File: config.mk
export PLATFORM = sky130hd
export DESIGN_NAME = operand_fetch
export DESIGN_NICKNAME = d
export VERILOG_FILES = /design/src/rtl/operand_fetch_pkg.sv /design/src/rtl/operand_fetch_reg_scoreboard.sv /design/src/rtl/operand_fetch.sv
export SDC_FILE = /design/constraint.sdc
export NUM_CORES = 1
export LEC_CHECK = 0
export CAP_MARGIN = 20
export CORE_UTILIZATION = 30
export CTS_BUF_LIST = sky130_fd_sc_hd__clkbuf_8 sky130_fd_sc_hd__clkbuf_16
export DETAILED_ROUTE_END_ITERATION = 10
export HOLD_SLACK_MARGIN = 0.12
export PLACE_DENSITY = 0.6
export SLEW_MARGIN = 20
export SYNTH_ARGS = -nofsm -noshare
export SYNTH_HDL_FRONTEND = slang
export SYNTH_SLANG_ARGS = --single-unit
export TNS_END_PERCENT = 30
File: constraint.sdc
create_clock -name clock -period 6.5 [get_ports clock]
set_clock_uncertainty 0.15 [all_clocks]
set_input_delay 1.3 -clock clock [delete_from_list [all_inputs] [get_ports clock]]
set_output_delay 1.3 -clock clock [all_outputs]
set_load 0.03 [all_outputs]
File: src/rtl/operand_fetch_pkg.sv
// Shared widths and counts for the operand fetch stage.
package operand_fetch_pkg;
    localparam int REG_W   = 5;
    localparam int DATA_W  = 32;
    localparam int REG_CNT = 32;
endpackage

File: src/rtl/operand_fetch_reg_scoreboard.sv
// Busy-register scoreboard: pending writes and hazard lookup.
module reg_scoreboard
    import operand_fetch_pkg::*;
(
    input  logic             clock,
    input  logic             reset_n,
    input  logic [REG_W-1:0] rs,
    input  logic [REG_W-1:0] rt,
    input  logic [REG_W-1:0] rd,
    input  logic             rd_check,
    input  logic             set_en,
    input  logic [REG_W-1:0] set_addr,
    input  logic             clr_en,
    input  logic [REG_W-1:0] clr_addr,
    output logic             hazard
);
    logic [REG_CNT-1:0] busy;
    logic [REG_CNT-1:0] busy_nxt;
    logic [REG_CNT-1:0] clr_mask;
    logic [REG_CNT-1:0] set_mask;
    logic [REG_CNT-1:0] live;

    always_comb begin
        clr_mask = '0;
        set_mask = '0;
        if (clr_en) clr_mask[clr_addr] = 1'b1;
        if (set_en) set_mask[set_addr] = 1'b1;
        // A retiring write hides its own busy bit in the same cycle.
        live     = busy & ~clr_mask;
        hazard   = live[rs] | live[rt] | (rd_check & live[rd]);
        busy_nxt = live | set_mask;
        busy_nxt[0] = 1'b0;
    end

    always_ff @(posedge clock or negedge reset_n) begin
        if (!reset_n) busy <= '0;
        else          busy <= busy_nxt;
    end
endmodule

File: src/rtl/operand_fetch.sv
// Operand fetch stage: register read, forwarding, hazard stall, output reg.
module operand_fetch
    import operand_fetch_pkg::*;
#(
    parameter bit ZERO_REG_HARDWIRED = 1'b1,
    parameter int STALL_CNT_W        = 16
) (
    input  logic                   clock,
    input  logic                   reset_n,
    input  logic                   w_in_valid,
    output logic                   w_in_ready,
    input  logic [REG_W-1:0]       w_in_rs_5,
    input  logic [REG_W-1:0]       w_in_rt_5,
    input  logic [REG_W-1:0]       w_in_rd_5,
    input  logic                   w_in_writes,
    output logic [REG_W-1:0]       w_address_s1_5,
    output logic [REG_W-1:0]       w_address_s2_5,
    input  logic [DATA_W-1:0]      w_data_s1val_32,
    input  logic [DATA_W-1:0]      w_data_s2val_32,
    input  logic                   w_wb_valid,
    input  logic [REG_W-1:0]       w_wb_address_5,
    input  logic [DATA_W-1:0]      w_wb_data_32,
    output logic [REG_W-1:0]       w_address_d_5,
    output logic [DATA_W-1:0]      w_data_dval_32,
    output logic                   w_write_enable,
    output logic                   w_out_valid,
    input  logic                   w_out_ready,
    output logic [DATA_W-1:0]      w_out_s1_32,
    output logic [DATA_W-1:0]      w_out_s2_32,
    output logic [REG_W-1:0]       w_out_rd_5,
    output logic                   w_out_writes,
    output logic [STALL_CNT_W-1:0] w_stall_count
);
    logic              wb_live;
    logic              sb_hazard;
    logic              hazard;
    logic              accept;
    logic              set_en;
    logic [DATA_W-1:0] s1;
    logic [DATA_W-1:0] s2;

    assign w_address_s1_5 = w_in_rs_5;
    assign w_address_s2_5 = w_in_rt_5;

    assign wb_live        = w_wb_valid && (w_wb_address_5 != '0);
    assign w_address_d_5  = w_wb_address_5;
    assign w_data_dval_32 = w_wb_data_32;
    assign w_write_enable = wb_live;

    reg_scoreboard u_sb (
        .clock    (clock),
        .reset_n  (reset_n),
        .rs       (w_in_rs_5),
        .rt       (w_in_rt_5),
        .rd       (w_in_rd_5),
        .rd_check (w_in_writes),
        .set_en   (set_en),
        .set_addr (w_in_rd_5),
        .clr_en   (w_wb_valid),
        .clr_addr (w_wb_address_5),
        .hazard   (sb_hazard)
    );

    assign hazard     = w_in_valid && sb_hazard;
    assign w_in_ready = !hazard && (!w_out_valid || w_out_ready);
    assign accept     = w_in_valid && w_in_ready;
    assign set_en     = accept && w_in_writes && (w_in_rd_5 != '0);

    always_comb begin
        s1 = w_data_s1val_32;
        s2 = w_data_s2val_32;
        if (wb_live && (w_wb_address_5 == w_in_rs_5)) s1 = w_wb_data_32;
        if (wb_live && (w_wb_address_5 == w_in_rt_5)) s2 = w_wb_data_32;
        if (ZERO_REG_HARDWIRED && (w_in_rs_5 == '0)) s1 = '0;
        if (ZERO_REG_HARDWIRED && (w_in_rt_5 == '0)) s2 = '0;
    end

    always_ff @(posedge clock or negedge reset_n) begin
        if (!reset_n) begin
            w_out_valid  <= 1'b0;
            w_out_s1_32  <= '0;
            w_out_s2_32  <= '0;
            w_out_rd_5   <= '0;
            w_out_writes <= 1'b0;
        end else if (accept) begin
            w_out_valid  <= 1'b1;
            w_out_s1_32  <= s1;
            w_out_s2_32  <= s2;
            w_out_rd_5   <= w_in_rd_5;
            w_out_writes <= w_in_writes;
        end else if (w_out_ready) begin
            w_out_valid  <= 1'b0;
        end
    end

    always_ff @(posedge clock or negedge reset_n) begin
        if (!reset_n) begin
            w_stall_count <= '0;
        end else if (hazard && !(&w_stall_count)) begin
            w_stall_count <= w_stall_count + 1'b1;
        end
    end
endmodule
# [Yosys cells after proc, flatten, opt, wreduce, memory -nomap -nowiden]
# Cells that the tools add are included.
# W data, S select, Z words.
[classes] add_sub_neg=1 reduce_logical=21 eq_ne=2 mux=18 n_bitwise=6 n_lt_le_gt_ge=6
[op_table] op="$mux W32" count=6
[op_table] op="$and A32 B32 Y32" count=1
[op_table] op="$not A32 Y32" count=1
[op_table] op="$or A32 B32 Y32" count=1
[op_table] op="$lt A5 B6 Y1 const B" count=4
[op_table] op="$add A16 B1 Y16 const B" count=1
[op_table] op="$reduce_and A16 Y1" count=1
[op_table] op="$bmux W1 S5" count=3
[op_table] op="$logic_and A1 B1 Y1" count=11
[op_table] op="$demux W1 S5" count=2
[op_table] op="$eq A5 B5 Y1" count=2
[op_table] op="$ge A5 B1 Y1 const B" count=2
[op_table] op="$logic_not A5 Y1" count=2
[op_table] op="$reduce_bool A5 Y1" count=2
[op_table] op="$mux W1" count=7
[op_table] op="$logic_not A1 Y1" count=3
[op_table] op="$or A1 B1 Y1" count=2
[op_table] op="$reduce_bool A2 Y1" count=1
[op_table] op="$and A1 B1 Y1" count=1
[op_table] op="$logic_or A1 B1 Y1" count=1
[totals] output_inout_bits=136 register_bits=118 word_cells=61 in_bits=122

# [Depth between registers and ports, before layout]
[logic_depth] ltp_word=19 ltp_mapped=12

# [Hierarchy]
# Synthesis repeated with hierarchy kept, for this count alone.
[unflattened] cells_unflattened=841 area_unflattened_um2=7632.3
[by_module_without_submodules] mod="operand_fetch" cells_each=544 instances=1 seq_area_each_um2=2177.1 area_per_inst_um2=5216.3
[by_module_without_submodules] mod="reg_scoreboard" cells_each=297 instances=1 seq_area_each_um2=775.7 area_per_inst_um2=2416.1

# [Worst setup path after synthesis]
# OpenSTA, ideal clock, no wires.
[synth_path] path_kind="input to output" from="in w_in_rs_5[0]" to="out w_in_ready" cell_stages=10 path_buffers=3 required_ns=5.050 path_slack_ns=1.387 arrival_ns=3.663 cell_sequence="buf_2 buf_2 mux2i_1 nor3_1 o21ai_0 nand4_1 o211ai_1 nand4_4 clkbuf_1 a21boi_0"
[synth_via] elab_chain_len=7
[synth_rtl] element="start, declared" line="operand_fetch.sv:12" text="input logic [REG_W-1:0] w_in_rs_5,"
[synth_rtl] element="$bmux W1 S5" line="operand_fetch_reg_scoreboard.sv:30" text="hazard = live[rs] | live[rt] | (rd_check & live[rd]);"
[synth_rtl] element="$mux W1 (implied by the code)" line="operand_fetch_reg_scoreboard.sv:30"
[synth_rtl] element="$or A1 B1 Y1 (2 in a row)" line="operand_fetch_reg_scoreboard.sv:30"
[synth_rtl] element="$logic_and A1 B1 Y1" line="operand_fetch.sv:64" text="assign hazard = w_in_valid && sb_hazard;"
[synth_rtl] element="$logic_not A1 Y1" line="operand_fetch.sv:65" text="assign w_in_ready = !hazard && (!w_out_valid || w_out_ready);"
[synth_rtl] element="$logic_and A1 B1 Y1" line="operand_fetch.sv:65"
[synth_rtl] element="end, declared" line="operand_fetch.sv:11" text="output logic w_in_ready,"
# Every way passes these cells. The select of a mux whose other input is x is not followed.

# [Worst setup path in the final report]
[layout_path] from="in w_wb_address_5[4]" to="out w_in_ready"
[layout_via] elab_chain_len=14 elab_cells_between_ends=20 classes_between="order compare (2); mux (9); bitwise (5); reduce/logical (4)"
[layout_rtl] element="start, declared" line="operand_fetch.sv:21" text="input logic [REG_W-1:0] w_wb_address_5,"
[layout_rtl] element="$lt A5 B6 Y1 (implied by the code) or $ge A5 B1 Y1 (tied branches)" line="operand_fetch_reg_scoreboard.sv:26" text="if (clr_en) clr_mask[clr_addr] = 1'b1;"
[layout_rtl] element="$logic_and A1 B1 Y1 (implied by the code)" line="operand_fetch_reg_scoreboard.sv:26"
[layout_rtl] element="$mux W1 (implied by the code)" line="operand_fetch_reg_scoreboard.sv:26"
[layout_rtl] element="$demux W1 S5 *"
[layout_rtl] element="$mux W32 *" line="operand_fetch_reg_scoreboard.sv:26"
[layout_rtl] element="$not A32 Y32 *" line="operand_fetch_reg_scoreboard.sv:29" text="live = busy & ~clr_mask;"
[layout_rtl] element="$and A32 B32 Y32 *" line="operand_fetch_reg_scoreboard.sv:29"
[layout_rtl] element="$bmux W1 S5" line="operand_fetch_reg_scoreboard.sv:30"
[layout_rtl] element="$mux W1 (implied by the code)" line="operand_fetch_reg_scoreboard.sv:30"
[layout_rtl] element="$or A1 B1 Y1 or $and A1 B1 Y1 (tied branches)" line="operand_fetch_reg_scoreboard.sv:30"
[layout_rtl] element="$or A1 B1 Y1 *" line="operand_fetch_reg_scoreboard.sv:30"
[layout_rtl] element="$logic_and A1 B1 Y1 *" line="operand_fetch.sv:64"
[layout_rtl] element="$logic_not A1 Y1 *" line="operand_fetch.sv:65"
[layout_rtl] element="$logic_and A1 B1 Y1 *" line="operand_fetch.sv:65"
# Mark *: on every way between the ends. The rest lies on a longest branch, timed or not. The select of a mux whose other input is x is not followed.

==> qor.csv <==
stage;metric;value;unit
die;number of placement rows;57;
routing;met2 routed wirelength;12600;um
setup_path;Setup Crit Path Kind;in -> out;
routing;DR iter-0 viols;470;
clock_network;number of sinks driven by the clock tree;118;
synthesis;library cells used by synthesis;61;
setup_path;Cell Chain, Critical Path;clkdlybuf4s50_1 > nand4b_1 > nor3_1 > o311ai_1 > a211o_1 > nand4_1 > nand4_4 > a21boi_0 > buf_4;
synthesis;summed instance area of the synthesized netlist;7570;sq um
power;part of the power in registers;32.0;%
place;routability cong.;0.924;
global_routing;GRT Total Usage;20.2;%
clock_network;Clock Tree Buf Depth;2;
status;run status;finished clean;
synthesis;number of synthesized register bits;118;
finish;leading cell types in the layout, fill and taps excluded;sky130_fd_sc_hd__clkdlybuf4s50_1 (255), sky130_fd_sc_hd__dfrtp_1 (118), sky130_fd_sc_hd__o21ai_0 (98), sky130_fd_sc_hd__o31ai_1 (92), sky130_fd_sc_hd__mux2i_1 (90);
setup_path;Critical path buffers and inverters;2;
place;Port-buffer cells;257;
clock_network;clock slew seen by the registers of the worst setup and hold paths;0.06;ns
routing;routed length on met1;11500;um
clock_network;total CTS buffers;17;
die;die height;161;um
clock_network;Resized Gates After CTS;0;
timing;smallest setup slack after layout;0.965;ns
global_routing;via count of the first global-routing pass;6987;
finish;nets;1049;
setup_path;stages on the worst setup path;9;
routing;Top Metal Used;met4;
finish;leading cell type in the layout, fill and taps excluded;sky130_fd_sc_hd__clkdlybuf4s50_1;
routing;iteration count of the initial detailed-routing pass;5;
setup_path;setup slack on the worst flop-to-flop path;2.76;ns
routing;met3 wire length;1650;um
die;core area;24500;sq um
timing;unrepaired setup endpoints after global routing;false;
routing;Wirelength per Cell;20.7;um
timing;final hold violations;0;
setup_path;type of element launching the critical path;input port;
clock_network;Clk Latency, worst-skew pair;0.41;ns
synthesis;dominant synthesized flop cell;sky130_fd_sc_hd__dfrtp_1;
timing;portion of the clock cycle consumed by the worst path in the final layout;85.2;%
setup_path;reg-to-reg critical path endpoint;w_out_s1_32[21]$_DFFE_PN0P_;
finish;Ant. Diodes;0;
synthesis;number of warning messages in the yosys log;0;
timing;count of final max-slew check failures;0;
place;area post-placement;10000;sq um
global_routing;maximum number of pins on one net before global-route repair;82;
global_routing;GRT overflow;0;
power;combinational share of power;38.2;%
job;max capacitance violation total;0;
synthesis;Avg Inst Size Synth;10.1;sq um
clock_network;TritonCTS clock tree;built;
finish;area overhead of the layout relative to synthesis;40.4;%
synthesis;cell types occupying the most area after synthesis;sky130_fd_sc_hd__dfrtp_1 (39%), sky130_fd_sc_hd__mux2i_1 (12%), sky130_fd_sc_hd__o31ai_1 (9.1%);
setup_path;slowest stage delay, CP;0.86;ns
setup_path;critical-path cell with the highest stage delay;sky130_fd_sc_hd__clkdlybuf4s50_1;
finish;fraction of final layout cells with drive strength greater than 1;8.31;%
timing;setup violators final;0;
die;die boundary width;161;um
global_routing;first-pass GRT wire length;40600;um
power;Power Dens Cells;305;nW/um^2
setup_path;critical path data arrival time;4.08;ns
setup_path;endpoint required time on the critical path;5.05;ns
routing;vias after detailed routing;6982;
timing;min cycle time layout;5.53;ns
setup_path;top fanout value on the critical path;18;
setup_path;Crit. Startpoint;w_wb_address_5[4];
timing;worst-margin pin slew;0.804;ns
place;# placed instances;1231;
routing;Antenna Violating Nets Remaining;0;
setup_path;FF-to-FF Start;u_sb.busy[5]$_DFF_PN0_;
finish;Post-Layout Inst Area;10600;sq um
power;Cell Int Power;2030;uW
timing;maximum frequency from static timing analysis;181;MHz
setup_path;kind of cell adding the most delay to the critical path;simple AND/OR/NAND/NOR gates;
clock_network;root buf cell;sky130_fd_sc_hd__clkbuf_16;
clock_network;count of H-tree levels built during CTS;4;
synthesis;fraction of synthesized cell area taken by the top area cell type;39.0;%
synthesis;net count of the mapped netlist;870;
power;maximum vdd drop;0.168;mV
routing;Vias/cell;5.53;
synthesis;count of mapped cells out of synthesis;747;
power;Leakage Power;0.00399;uW
clock_network;number of buffers inserted by post-CTS setup repair;0;
place;pre-CTS setup slack;0.961;ns
routing;DRT Wirelength;26100;um
finish;Final Non-Filler Cells;1263;
setup_path;endpoint type of the worst setup path;output port;
synthesis;number of synthesized flops with an enable pin;0;
die;starting utilization of the core area;30.8;%
setup_path;Worst Setup EP;w_in_ready;
clock_network;Hold Buf Count CTS;0;
timing;total negative slack for setup checks;0;ns
place;HPWL reported at the end of detailed placement;18400;um
timing;slew margin rel.;46.4;%
hold_path;depth of the worst hold-timing path;1;
synthesis;part of the Yosys area used for sequential elements;39.0;%
global_routing;initial antenna violation count;0;
synthesis;share of async-settable or async-resettable flops after synthesis;100;%
routing;DRC violation count after routing;0;
die;top-level port count;258;
setup_path;R2R depth;10;
power;Switching Power;1210;uW
hold_path;worst hold path type;reg -> reg;
power;portion of total power attributed to the clock network;29.8;%
power;switching portion of total power;37.4;%
die;Die Area;25900;sq um
synthesis;library cell occupying the most area in the post-synthesis netlist;sky130_fd_sc_hd__dfrtp_1;
==> sequential cells by signal, summed over array words and instances (netlist names) <==
name / cells
w_stall_count: 16
w_out_rd_5: 5
w_out_valid: 1
w_out_writes: 1
u_sb.busy: 31
w_out_s2_32: 32
w_out_s1_32: 32
==> through the flow <==
stage	power, uW	util, %	hold WS [ns]
after floorplan	1720	-	0.339
after global placement	2290	40.8	0.327
after detailed placement	2290	40.8	0.335
after CTS	3270	43.3	0.353
after global routing	3400	43.3	0.360
final	3250	43.3	0.346
==> how the worst min path moves through the flow <==
stage | from | endpoint | slack, ns
2_1_floorplan | u_sb.busy[2]$_DFF_PN0_ | u_sb.busy[2]$_DFF_PN0_ | 0.34
3_3_place_gp | w_out_writes$_DFFE_PN0P_ | w_out_writes$_DFFE_PN0P_ | 0.33
3_5_place_dp | w_out_rd_5[4]$_DFFE_PN0P_ | w_out_rd_5[4]$_DFFE_PN0P_ | 0.34
4_1_cts | w_out_rd_5[4]$_DFFE_PN0P_ | w_out_rd_5[4]$_DFFE_PN0P_ | 0.35
5_1_grt | w_out_writes$_DFFE_PN0P_ | w_out_writes$_DFFE_PN0P_ | 0.36
6_report | w_out_writes$_DFFE_PN0P_ | w_out_writes$_DFFE_PN0P_ | 0.35
==> routing by layer <==
layer  vias to the layer above  GRT usage (%)
met5                         -              0
met1                      3499           27.1
li1                       3187              -
met3                        26           4.18
met4                         0           5.49
met2                       270           32.8
==> logic make-up (layout without fill, tap and decap cells) <==
logic type | Yosys count | count (layout) | synth area share [%]
AOI/OAI and AO/OA | 249 | 249 | 21.7
buffers and inverters | 123 | 315 | 9.65
DFF | 118 | 118 | 39.0
and+or+nand+nor | 116 | 116 | 9.77
muxes | 111 | 111 | 16.2
xor gates and xnor gates | 29 | 29 | 3.46
adders and majority gates | 1 | 1 | 0.165
==> layout make-up <==
cell class	instances	area (sq um)
Clock buffer	20	467
Clock inverter	12	144
Fill cell	2415	13900
Inverter	8	30.0
Multi-Input combinational cell	506	3910
Sequential cell	118	2950
Tap cell	324	405
Timing Repair Buffer	275	2720
==> synth_stat cells (all sizes together), types with 9 or more instances <==
library cell,number
mux2,13
nand3,17
nand2,14
xnor2,22
nand4,14
buf,75
o31ai,92
clkbuf,40
and3,12
dfrtp,118
nor2,10
o21ai,101
o41ai,9
mux2i,90
==> power by group through the flow <==
stage	Combinational, uW	Clock [uW]	Sequential, uW
floorplan	399	0	1320
global placement	1240	0	1040
detailed placement	1240	0	1050
CTS	1250	988	1040
global route	1310	1020	1060
finish	1240	969	1040
Note: power is estimated with default switching activity, not from simulation.
